==> config.mk <==
export PLATFORM = sky130hd
export DESIGN_NAME = mx_stream_feeder
export DESIGN_NICKNAME = d
export VERILOG_FILES = /design/src/rtl/mx_stream_feeder_pkg.sv /design/src/rtl/mx_stream_feeder_skid_fifo.sv /design/src/rtl/mx_stream_feeder.sv
export SDC_FILE = /design/constraint.sdc
export NUM_CORES = 1
export LEC_CHECK = 0
export ABC_AREA = 1
export CAP_MARGIN = 20
export CORE_MARGIN = 2
export CORE_UTILIZATION = 65
export DETAILED_ROUTE_END_ITERATION = 10
export DONT_BUFFER_PORTS = 1
export HOLD_SLACK_MARGIN = 0.06
export PLACE_DENSITY = 0.81
export SYNTH_ARGS = -nofsm -noshare
export SYNTH_HDL_FRONTEND = slang
export SYNTH_SLANG_ARGS = --single-unit
==> constraint.sdc <==
create_clock -name clk -period 13.5 [get_ports clk]
set_clock_uncertainty 0.15 [all_clocks]
set_input_delay 1.35 -clock clk [delete_from_list [all_inputs] [get_ports clk]]
set_output_delay 1.35 -clock clk [all_outputs]
set_load 0.01 [all_outputs]
==> src/rtl/mx_stream_feeder_pkg.sv <==
// Shared types and constants for the matrix stream feeder.
// Covers FSM state encoding, shape limits and the element record carried through the skid FIFO.
package mx_stream_feeder_pkg;

    localparam int SHP_W   = 4;
    localparam int MAX_DIM = 15;
    localparam int N_MX    = 3;
    localparam int TAB_D   = 16;

    typedef enum logic [2:0] {
        ST_IDLE   = 3'd0,
        ST_HDR_R  = 3'd1,
        ST_HDR_C  = 3'd2,
        ST_STREAM = 3'd3,
        ST_GAP    = 3'd4,
        ST_FIN    = 3'd5
    } state_e;

    typedef struct packed {
        logic [7:0] data;
        logic       col_end;
        logic       row_end;
    } elem_t;

    // A shape byte is legal only in the range 1..MAX_DIM.
    function automatic logic shape_bad(input logic [7:0] b);
        return (b == 8'd0) || (b > 8'(MAX_DIM));
    endfunction

endpackage

==> src/rtl/mx_stream_feeder_skid_fifo.sv <==
// Two-entry skid FIFO (module mx_skid_fifo) holding prefetched elements.
// Push while full is accepted only when a pop happens in the same cycle.
module mx_skid_fifo #(
    parameter int W = 10
) (
    input  logic         clk_i,
    input  logic         rst_i,
    input  logic         clr_i,
    input  logic         push_i,
    input  logic [W-1:0] wdata_i,
    input  logic         pop_i,
    output logic [W-1:0] rdata_o,
    output logic         full_o,
    output logic         empty_o
);

    logic [W-1:0] mem_q [2];
    logic         wp_q;
    logic         rp_q;
    logic [1:0]   cnt_q;
    logic [1:0]   cnt_d;
    logic         do_pop_s;
    logic         do_push_s;

    assign full_o    = (cnt_q == 2'd2);
    assign empty_o   = (cnt_q == 2'd0);
    assign rdata_o   = mem_q[rp_q];
    assign do_pop_s  = pop_i && !empty_o;
    assign do_push_s = push_i && (!full_o || do_pop_s);

    // Occupancy update from the effective push/pop pair.
    always_comb begin
        cnt_d = cnt_q;
        case ({do_push_s, do_pop_s})
            2'b10:   cnt_d = cnt_q + 2'd1;
            2'b01:   cnt_d = cnt_q - 2'd1;
            default: cnt_d = cnt_q;
        endcase
    end

    // Storage and pointer registers.
    always_ff @(posedge clk_i or posedge rst_i) begin
        if (rst_i) begin
            for (int i = 0; i < 2; i++) mem_q[i] <= '0;
            wp_q  <= 1'b0;
            rp_q  <= 1'b0;
            cnt_q <= 2'd0;
        end else if (clr_i) begin
            wp_q  <= 1'b0;
            rp_q  <= 1'b0;
            cnt_q <= 2'd0;
        end else begin
            if (do_push_s) begin
                mem_q[wp_q] <= wdata_i;
                wp_q        <= ~wp_q;
            end
            if (do_pop_s) begin
                rp_q <= ~rp_q;
            end
            cnt_q <= cnt_d;
        end
    end

endmodule

==> src/rtl/mx_stream_feeder.sv <==
// Fetches a three-matrix job from byte memory and replays it as an element stream.
// Optional FEED_CHECKSUM_EN adds a 16-bit sum of accepted elements on port csum.
module mx_stream_feeder
    import mx_stream_feeder_pkg::*;
#(
    parameter int AW = 16
) (
    input  logic          clk,
    input  logic          rst,
    input  logic          start,
    input  logic [AW-1:0] base_addr,
    output logic          mem_rd,
    output logic [AW-1:0] mem_addr,
    input  logic [7:0]    mem_rdata,
    input  logic          busy,
    output logic          feed_vld,
    output logic [7:0]    in_data,
    output logic          col_end,
    output logic          row_end,
    output logic          done,
    output logic          err
`ifdef FEED_CHECKSUM_EN
    ,
    output logic [15:0]   csum
`endif
);

    state_e           state_q, state_d;
    logic [AW-1:0]    addr_q, addr_d;
    logic [AW-1:0]    mem_addr_q, mem_addr_d;
    logic             mem_rd_q, mem_rd_d;
    logic             rdv_q;
    logic             hdr_pend_q, hdr_pend_d;
    logic [SHP_W-1:0] rows_q, rows_d;
    logic [SHP_W-1:0] hc_q, hc_d;
    logic [7:0]       total_q, total_d;
    logic [7:0]       issued_q, issued_d;
    logic [SHP_W-1:0] arr_r_q, arr_r_d;
    logic [SHP_W-1:0] arr_c_q, arr_c_d;
    logic [1:0]       mx_q, mx_d;
    logic [1:0]       gap_q, gap_d;
    logic             done_q, done_d;
    logic             err_q, err_d;
    logic [SHP_W-1:0] shape_q [TAB_D];

    logic             out_vld_q, out_vld_d;
    elem_t            out_q, out_d;

    logic             issue_s;
    logic             tab_we_s;
    logic             start_acc_s;
    logic             accept_s;
    logic             slot_free_s;
    logic             rdv_stream_s;
    logic             arr_ce_s;
    logic             arr_re_s;
    elem_t            arr_elem_s;
    logic             push_s;
    logic             pop_s;
    logic             byp_s;
    elem_t            fifo_head_s;
    logic             fifo_full_s;
    logic             fifo_empty_s;
    logic [2:0]       fifo_occ_s;
    logic [2:0]       commit_s;
    logic             room_s;

    assign start_acc_s  = (state_q == ST_IDLE) && start;
    assign accept_s     = out_vld_q && !busy;
    assign slot_free_s  = !out_vld_q || accept_s;
    assign rdv_stream_s = rdv_q && (state_q == ST_STREAM);
    assign arr_ce_s     = (arr_c_q == (shape_q[arr_r_q] - 4'd1));
    assign arr_re_s     = arr_ce_s && (arr_r_q == (rows_q - 4'd1));
    assign arr_elem_s   = '{data: mem_rdata, col_end: arr_ce_s, row_end: arr_re_s};

    assign pop_s  = slot_free_s && !fifo_empty_s;
    assign byp_s  = slot_free_s && fifo_empty_s && rdv_stream_s;
    assign push_s = rdv_stream_s && !byp_s;

    // Output register, FIFO and reads in flight together hold at most three elements.
    assign fifo_occ_s = fifo_full_s ? 3'd2 : (fifo_empty_s ? 3'd0 : 3'd1);
    assign commit_s   = 3'(out_vld_q) + fifo_occ_s + 3'(rdv_q) + 3'(mem_rd_q);
    assign room_s     = (commit_s + 3'd1) <= (3'd3 + 3'(accept_s));

    mx_skid_fifo #(.W($bits(elem_t))) u_fifo (
        .clk_i   (clk),
        .rst_i   (rst),
        .clr_i   (start_acc_s),
        .push_i  (push_s),
        .wdata_i (arr_elem_s),
        .pop_i   (pop_s),
        .rdata_o (fifo_head_s),
        .full_o  (fifo_full_s),
        .empty_o (fifo_empty_s)
    );

    // Sequencer: header parsing, element fetch issue and job completion.
    always_comb begin
        state_d    = state_q;
        addr_d     = addr_q;
        mem_addr_d = mem_addr_q;
        mem_rd_d   = 1'b0;
        hdr_pend_d = hdr_pend_q;
        rows_d     = rows_q;
        hc_d       = hc_q;
        total_d    = total_q;
        issued_d   = issued_q;
        arr_r_d    = arr_r_q;
        arr_c_d    = arr_c_q;
        mx_d       = mx_q;
        gap_d      = gap_q;
        done_d     = 1'b0;
        err_d      = 1'b0;
        tab_we_s   = 1'b0;
        issue_s    = 1'b0;
        case (state_q)
            ST_IDLE: begin
                if (start) begin
                    state_d    = ST_HDR_R;
                    addr_d     = base_addr;
                    mx_d       = 2'd0;
                    hdr_pend_d = 1'b0;
                end else begin
                    state_d = ST_IDLE;
                end
            end
            ST_HDR_R: begin
                if (rdv_q) begin
                    hdr_pend_d = 1'b0;
                    if (shape_bad(mem_rdata)) begin
                        state_d = ST_FIN;
                        done_d  = 1'b1;
                        err_d   = 1'b1;
                    end else begin
                        rows_d  = mem_rdata[SHP_W-1:0];
                        hc_d    = '0;
                        total_d = 8'd0;
                        state_d = ST_HDR_C;
                    end
                end else if (!hdr_pend_q) begin
                    issue_s    = 1'b1;
                    hdr_pend_d = 1'b1;
                end else begin
                    hdr_pend_d = hdr_pend_q;
                end
            end
            ST_HDR_C: begin
                if (rdv_q) begin
                    hdr_pend_d = 1'b0;
                    if (shape_bad(mem_rdata)) begin
                        state_d = ST_FIN;
                        done_d  = 1'b1;
                        err_d   = 1'b1;
                    end else begin
                        tab_we_s = 1'b1;
                        total_d  = total_q + 8'(mem_rdata[SHP_W-1:0]);
                        if (hc_q == (rows_q - 4'd1)) begin
                            // First element read goes out with the state change.
                            state_d  = ST_STREAM;
                            issue_s  = 1'b1;
                            issued_d = 8'd1;
                            arr_r_d  = '0;
                            arr_c_d  = '0;
                        end else begin
                            hc_d = hc_q + 4'd1;
                        end
                    end
                end else if (!hdr_pend_q) begin
                    issue_s    = 1'b1;
                    hdr_pend_d = 1'b1;
                end else begin
                    hdr_pend_d = hdr_pend_q;
                end
            end
            ST_STREAM: begin
                if ((issued_q != total_q) && room_s) begin
                    issue_s  = 1'b1;
                    issued_d = issued_q + 8'd1;
                end else begin
                    issued_d = issued_q;
                end
                if (accept_s && out_q.row_end) begin
                    if (mx_q == 2'(N_MX - 1)) begin
                        state_d = ST_FIN;
                        done_d  = 1'b1;
                    end else begin
                        state_d = ST_GAP;
                        mx_d    = mx_q + 2'd1;
                        gap_d   = 2'd0;
                    end
                end else begin
                    state_d = ST_STREAM;
                end
            end
            ST_GAP: begin
                if ((gap_q == 2'd1) && !busy) begin
                    state_d    = ST_HDR_R;
                    hdr_pend_d = 1'b0;
                end else if (gap_q != 2'd1) begin
                    gap_d = gap_q + 2'd1;
                end else begin
                    gap_d = gap_q;
                end
            end
            ST_FIN: begin
                state_d = ST_IDLE;
            end
            default: begin
                state_d = ST_IDLE;
            end
        endcase

        if (rdv_stream_s) begin
            if (arr_ce_s) begin
                arr_c_d = '0;
                arr_r_d = arr_r_q + 4'd1;
            end else begin
                arr_c_d = arr_c_q + 4'd1;
            end
        end else begin
            arr_c_d = arr_c_d;
        end

        if (issue_s) begin
            mem_rd_d   = 1'b1;
            mem_addr_d = addr_q;
            addr_d     = addr_q + AW'(1);
        end else begin
            mem_rd_d = 1'b0;
        end
    end

    // Output stage: refill from FIFO head first, else straight from memory.
    always_comb begin
        out_vld_d = out_vld_q;
        out_d     = out_q;
        if (pop_s) begin
            out_vld_d = 1'b1;
            out_d     = fifo_head_s;
        end else if (byp_s) begin
            out_vld_d = 1'b1;
            out_d     = arr_elem_s;
        end else if (accept_s) begin
            out_vld_d = 1'b0;
        end else begin
            out_vld_d = out_vld_q;
        end
    end

    // Control and datapath state registers.
    always_ff @(posedge clk or posedge rst) begin
        if (rst) begin
            state_q    <= ST_IDLE;
            addr_q     <= '0;
            mem_addr_q <= '0;
            mem_rd_q   <= 1'b0;
            rdv_q      <= 1'b0;
            hdr_pend_q <= 1'b0;
            rows_q     <= '0;
            hc_q       <= '0;
            total_q    <= 8'd0;
            issued_q   <= 8'd0;
            arr_r_q    <= '0;
            arr_c_q    <= '0;
            mx_q       <= 2'd0;
            gap_q      <= 2'd0;
            done_q     <= 1'b0;
            err_q      <= 1'b0;
            out_vld_q  <= 1'b0;
            out_q      <= '0;
        end else begin
            state_q    <= state_d;
            addr_q     <= addr_d;
            mem_addr_q <= mem_addr_d;
            mem_rd_q   <= mem_rd_d;
            rdv_q      <= mem_rd_q;
            hdr_pend_q <= hdr_pend_d;
            rows_q     <= rows_d;
            hc_q       <= hc_d;
            total_q    <= total_d;
            issued_q   <= issued_d;
            arr_r_q    <= arr_r_d;
            arr_c_q    <= arr_c_d;
            mx_q       <= mx_d;
            gap_q      <= gap_d;
            done_q     <= done_d;
            err_q      <= err_d;
            out_vld_q  <= out_vld_d;
            out_q      <= out_d;
        end
    end

    // Per-row column-count table, filled while parsing the header.
    always_ff @(posedge clk or posedge rst) begin
        if (rst) begin
            for (int i = 0; i < TAB_D; i++) shape_q[i] <= '0;
        end else if (tab_we_s) begin
            shape_q[hc_q] <= mem_rdata[SHP_W-1:0];
        end
    end

`ifdef FEED_CHECKSUM_EN
    logic [15:0] csum_q;

    // Running sum of accepted elements, cleared when a job starts.
    always_ff @(posedge clk or posedge rst) begin
        if (rst) begin
            csum_q <= 16'd0;
        end else if (start_acc_s) begin
            csum_q <= 16'd0;
        end else if (accept_s) begin
            csum_q <= csum_q + 16'(out_q.data);
        end
    end

    assign csum = csum_q;
`endif

    assign mem_rd   = mem_rd_q;
    assign mem_addr = mem_addr_q;
    assign feed_vld = out_vld_q;
    assign in_data  = out_q.data;
    assign col_end  = out_q.col_end;
    assign row_end  = out_q.row_end;
    assign done     = done_q;
    assign err      = err_q;

endmodule

# Word level (Yosys, flattened, before mapping)
# Index checks and enable logic that the tools add are counted.
# op_classes
n_addsub	17
n_lt_le_gt_ge	8
eq_ne	29
muxes	96
n_bitwise	8
reduce_logical	53
# op_table
op	count
4-bit two-way mux	20
64-bit bitwise mux	1
8-bit two-way mux	8
10-bit two-way mux	6
16-bit two-way mux	3
8-bit one-hot mux with 2 select lines	2
1-bit two-way mux	28
2-bit inequality test, second input constant	12
2-bit nonzero test	12
3-bit two-way mux	7
20-bit bitwise mux	1
2-bit two-way mux	9
16-bit by 1-bit adder with 16-bit output, second input constant	1
4-bit binary-select mux with 4-bit select	1
4-bit demux with 4-bit select	1
1-bit logical AND	15
3-bit one-hot mux with 5 select lines	1
5-bit AND reduction	3
4-bit by 1-bit adder with 4-bit output, second input constant	3
4-bit equality test	3
2-bit one-hot mux with 2 select lines	3
4-bit AND reduction	3
10-bit demux with 1-bit select	1
5-bit >= comparator, second input constant	2
38 further kinds	65
# totals
register_bits	175
in_bits	28
out_inout_bits	30
elab_cells	252

# Longest topological paths before layout
# depth
word_depth	13
mapped_depth	19
ltp_nobuf	18

# Cells and area by module
# From an unflattened synthesis, not the netlist that was laid out.
# hier_totals
cells_unflattened	1199
hier_area_um2	9354.0
# modules_own_cells
mod	instances	cells_per_inst	area_per_inst_um2	seq_area_each_um2
mx_stream_feeder	1	1042	8181.6	3778.6
mx_skid_fifo	1	157	1172.4	600.6

# Least setup slack after synthesis
# Ideal clock, no wire load.
# synth_path
path_kind	register to register
start	register rdv_q
end	register addr_q[15]
setup_time_ns	0.120
arrival_time_ns	3.029
required_time_ns	13.230
setup_slack_ns	10.201
path_stages_with_launch	17
path_buffers	1
synth_period_minus_slack_ns	3.299
path_cell_list	dfrtp_1 > inv_1 > ha_1 > fa_1 > fa_1 > inv_1 > ha_1 > nand3b_1 > a32oi_1 > nor2_1 > nand2_1 > nand3_4 > inv_2 > buf_6 > o21ai_1 > o21ai_1 > nand2_1
# synth_between
elab_chain_cells	9
word_cells_on_any_way	13
classes_between	3 x add/sub; 1 x order compare; 5 x mux; 4 x reduce/logical
# synth_rtl
item	line_no	source
from (decl)	mx_stream_feeder.sv:32	logic rdv_q;
from (signal assigned)	mx_stream_feeder.sv:276	rdv_q <= mem_rd_q;
3-bit by 1-bit adder with 3-bit output (2 in series)	mx_stream_feeder.sv:82	assign commit_s = 3'(out_vld_q) + fifo_occ_s + 3'(rdv_q) + 3'(mem_rd_q);
3-bit by 1-bit adder with 3-bit output	mx_stream_feeder.sv:83	assign room_s = (commit_s + 3'd1) <= (3'd3 + 3'(accept_s));
3-bit <= comparator	mx_stream_feeder.sv:83	
1-bit logical AND	mx_stream_feeder.sv:176	if ((issued_q != total_q) && room_s) begin
1-bit two-way mux	mx_stream_feeder.sv:176	
1-bit one-hot mux with 3 select lines (*)	mx_stream_feeder.sv:116	case (state_q)
2-bit nonzero test (no line)	n/a	
2-bit AND reduction (no line)	n/a	
to (signal assigned)	mx_stream_feeder.sv:273	addr_q <= addr_d;
to (decl)	mx_stream_feeder.sv:29	logic [AW-1:0] addr_q, addr_d;
# Mark *: on every way between the ends. The rest lies on a longest branch, timed or not.
# A chain may end at the register's enable or synchronous reset.

# Worst setup path after layout
# layout_path
start	register rdv_q
end	register addr_q[14]
# Same word-level chain as after synthesis.

==> metrics.log <==
INFO  metric outcome = finished, final reports clean
INFO  metric port-buffer-count = 0
INFO  metric gpl_congestion = 0.907
INFO  metric post_synth_inst_count = 1139
INFO  metric antenna_violating_nets_post_route = 0
INFO  metric final-max-slew-violation-count = 0
INFO  metric yosys.area.top_type_share = 0.479
INFO  metric grt_first_pass_wirelength = 35300 um
INFO  metric async_flop_share = 1.00
INFO  metric floorplan.core_area = 0.0138 mm^2
INFO  metric worstHoldPathType = reg -> reg
INFO  metric worst_r2r_endpoint = addr_q[14]
INFO  metric synth_area = 0.00915 mm^2
INFO  metric nNetsFinal = 1182
INFO  metric tightestPinTransition = 0.790 ns
INFO  metric path_max_fanout = 40
INFO  metric floorplan.die.width = 123 um
INFO  metric grt_antenna_before_repair = 0
INFO  metric post-route-drc-count = 0
INFO  metric netlist-cell-type-count = 46
INFO  metric peak_vdd_ir = 140 uV
INFO  metric fmaxAchievable = 238 MHz
INFO  metric grt_pass1_vias = 7300
INFO  metric place_hpwl = 14200 um
INFO  metric clockBufferDepth = 2
INFO  metric cts_resized = 0
INFO  metric ctsHtreeMaxLevel = 4
INFO  metric yosys-top-cells-area = sky130_fd_sc_hd__dfrtp_1, sky130_fd_sc_hd__nand2_1, sky130_fd_sc_hd__o21ai_0
INFO  metric p_leak = 4.79 nW
INFO  metric area_growth = 8.17%
INFO  metric synthesis_warning_total = 0
INFO  metric rsz0062_at_grt = false
INFO  metric routed_via_density = 5.71
INFO  metric drt-pass1-iter-count = 6
INFO  metric post-route-worst-setup-slack = 9.30 ns
INFO  metric io_pins = 58
INFO  metric worst_ep_required_time = 13.68 ns
INFO  metric floorplan.initialDensity = 0.661
INFO  metric placement.setup.worst_slack = 9.36 ns
INFO  metric overflow = 0
INFO  metric finish.cell_count_without_fillers = 1324
INFO  metric yosys-top-cells-count = sky130_fd_sc_hd__nand2_1, sky130_fd_sc_hd__dfrtp_1, sky130_fd_sc_hd__o21ai_0
INFO  metric synth_fp_nets = 1190
INFO  metric pin_count_of_the_biggest_net_entering_global_routing = 114
INFO  metric finalWorstPathRequiredPeriod = 4.20 ns
INFO  metric worst_hold_slack = 0.335 ns
INFO  metric cts_tree = built
INFO  metric timing.max_slew.rel_slack = 0.473
INFO  metric routedWlPerCell = 15.9 um
INFO  metric startpoint = rdv_q
INFO  metric path_clk_slew = 0.07 ns
INFO  metric maxCapViolations = 0
INFO  metric synth_edf_count = 0
INFO  metric synth.most_common_cell = sky130_fd_sc_hd__nand2_1
INFO  metric timing.reg2reg.worst_path_depth = 15
INFO  metric number_of_clock_sinks_seen_by_cts = 175
INFO  metric post_synthesis_sequential_area_ratio = 0.479
INFO  metric yosys.area.top_type = sky130_fd_sc_hd__dfrtp_1
INFO  metric design.die.area = 0.0150 mm^2
INFO  metric cts_inserted_buffers = 17
INFO  metric post-cts-setup-buffers = 0
INFO  metric clk_tree_root_cell = sky130_fd_sc_hd__clkbuf_16
INFO  metric critical_path.endpoint = addr_q[14]
INFO  metric layout_worst_path_cycle_share = 0.311
INFO  metric detailedRoute.firstIterationViolations = 707
INFO  metric yosys_most_used_dff = sky130_fd_sc_hd__dfrtp_1
INFO  metric drive_above_1_share = 0.0726
INFO  metric crit_arrival = 4.38 ns
INFO  metric worstSkewPairLatency = 0.44 ns
INFO  metric wirelength = 21100 um
INFO  metric power_per_cell_area = 205 mW/mm^2
INFO  metric vias = 7560
INFO  metric worst_setup_path_class = reg -> reg
INFO  metric overall_die_height = 123 um
INFO  metric end_kind = flip-flop
INFO  metric core.rowCount = 43
INFO  metric synthesis.area_per_instance = 8.03 um^2
INFO  metric r2r_start = rdv_q
INFO  metric timing.final.setup_violations = 0
INFO  metric post_cts_hold_buffer_count = 0
INFO  metric antenna_cells = 0
INFO  metric timing_hold_violations_final = 0
INFO  metric start_kind = flip-flop
INFO  metric synth-seq-cells = 175
INFO  metric fin_setup_tns = 0 ns
INFO  metric setup.reg_to_reg.worst_slack = 9.30 ns
INFO  metric placed_cells = 1291
INFO  metric gr-usage-all-layers = 0.303
area by class of cell:
class | instances | area (um^2)
multi-input combinational | 798 | 4070
timing repair buffer | 5 | 57.6
fill | 1048 | 3940
inverter | 134 | 513
clock buffer | 19 | 453
clock inverter | 13 | 195
sequential | 175 | 4380
tap | 180 | 225
state kept, by name, indices dropped and copies added (netlist names), 2 cells and up:
signal	flops
hc_q	4
mem_addr	16
rows_q	4
mx_q	2
gap_q	2
shape_q	64
arr_r_q	4
issued_q	8
addr_q	16
u_fifo.cnt_q	2
total_q	8
arr_c_q	4
in_data	8
state_q	3
u_fifo.mem_q	20
metrics by stage:
stage	instance area [um^2]	utilization	power, mW
after floorplan	9150	-	1.34
after global placement	9220	0.667	1.46
after detailed placement	9220	0.667	1.49
after CTS	9860	0.713	2.03
after global routing	9890	0.715	2.18
final	9890	0.715	2.03
how the worst min path moves through the flow:
stage                      from  depth (start not counted)           to  slack, ns
global placement    shape_q[62]                          2  shape_q[62]       0.31
floorplan                mem_rd                          0        rdv_q       0.28
global route           gap_q[0]                          1     gap_q[0]       0.36
CTS                 shape_q[62]                          2  shape_q[62]       0.33
detailed placement  shape_q[62]                          2  shape_q[62]       0.32
finish              shape_q[62]                          2  shape_q[62]       0.33
cell usage in the layout (no fill, tap or decap), types with 4 or more instances in the layout:
master / Yosys / routed
sky130_fd_sc_hd__or2_2: 5 / 5
sky130_fd_sc_hd__buf_4: 2 / 4
sky130_fd_sc_hd__nand3_1: 94 / 94
sky130_fd_sc_hd__inv_6: 0 / 5
sky130_fd_sc_hd__nand2_1: 351 / 351
sky130_fd_sc_hd__o21ai_0: 121 / 121
sky130_fd_sc_hd__xor2_1: 21 / 21
sky130_fd_sc_hd__nor2_1: 50 / 50
sky130_fd_sc_hd__bufinv_16: 0 / 4
sky130_fd_sc_hd__o21ai_1: 19 / 19
sky130_fd_sc_hd__a31oi_1: 8 / 8
sky130_fd_sc_hd__nor2_2: 4 / 4
sky130_fd_sc_hd__nand4_1: 11 / 11
sky130_fd_sc_hd__o31ai_1: 5 / 5
sky130_fd_sc_hd__clkbuf_16: 0 / 17
sky130_fd_sc_hd__nor3_1: 12 / 12
sky130_fd_sc_hd__dfrtp_1: 175 / 175
sky130_fd_sc_hd__ha_1: 20 / 20
sky130_fd_sc_hd__inv_1: 117 / 116
sky130_fd_sc_hd__nor2_4: 5 / 5
sky130_fd_sc_hd__a21oi_1: 11 / 11
sky130_fd_sc_hd__xnor2_1: 9 / 9
sky130_fd_sc_hd__o22ai_1: 7 / 7
sky130_fd_sc_hd__o211ai_1: 13 / 13
sky130_fd_sc_hd__inv_2: 14 / 14
per-layer routing:
metal  share of wire  wire length [um]  up-vias  track usage
met2            0.48             10200      214        0.484
li1                -                 -     3683            -
met3           0.061              1290       37       0.0660
met4           0.020               424        0        0.106
met5               0                 0        -            0
met1            0.44              9220     3626        0.411
worst max-delay path, stage by stage, from the launching register on:
cell and delay [ns]:
sky130_fd_sc_hd__dfrtp_1 0.42, sky130_fd_sc_hd__inv_1 0.25, sky130_fd_sc_hd__ha_1 0.31, sky130_fd_sc_hd__fa_1 0.42
sky130_fd_sc_hd__fa_1 0.49, sky130_fd_sc_hd__inv_1 0.04, sky130_fd_sc_hd__ha_1 0.28, sky130_fd_sc_hd__nand3b_1 0.09
sky130_fd_sc_hd__a32oi_1 0.21, sky130_fd_sc_hd__nor2_1 0.10, sky130_fd_sc_hd__nand2_1 0.18, sky130_fd_sc_hd__nand3_4 0.26
sky130_fd_sc_hd__inv_2 0.52, sky130_fd_sc_hd__o21ai_1 0.17, sky130_fd_sc_hd__nand3_1 0.12, sky130_fd_sc_hd__nand2_1 0.06
cell families (layout without fill, tap and decap cells):
family,Yosys count,in the layout,share of synthesized area
muxes,1,1,0.00109
AOI/OAI and AO/OA,193,193,0.117
buffers and inverters,166,171,0.0762
adders and majority gates,23,23,0.0339
DFF,175,175,0.479
xor gates and xnor gates,32,32,0.0323
and+or+nand+nor,549,549,0.260
report_power, final:
part	switching (mW)	internal, mW	leakage [nW]
Clock	0.213	0.323	0.313
Combinational	0.461	0.251	2.26
Sequential	0.138	0.646	2.22
Total	0.812	1.22	4.79
Note: power is estimated with default switching activity, not from simulation.
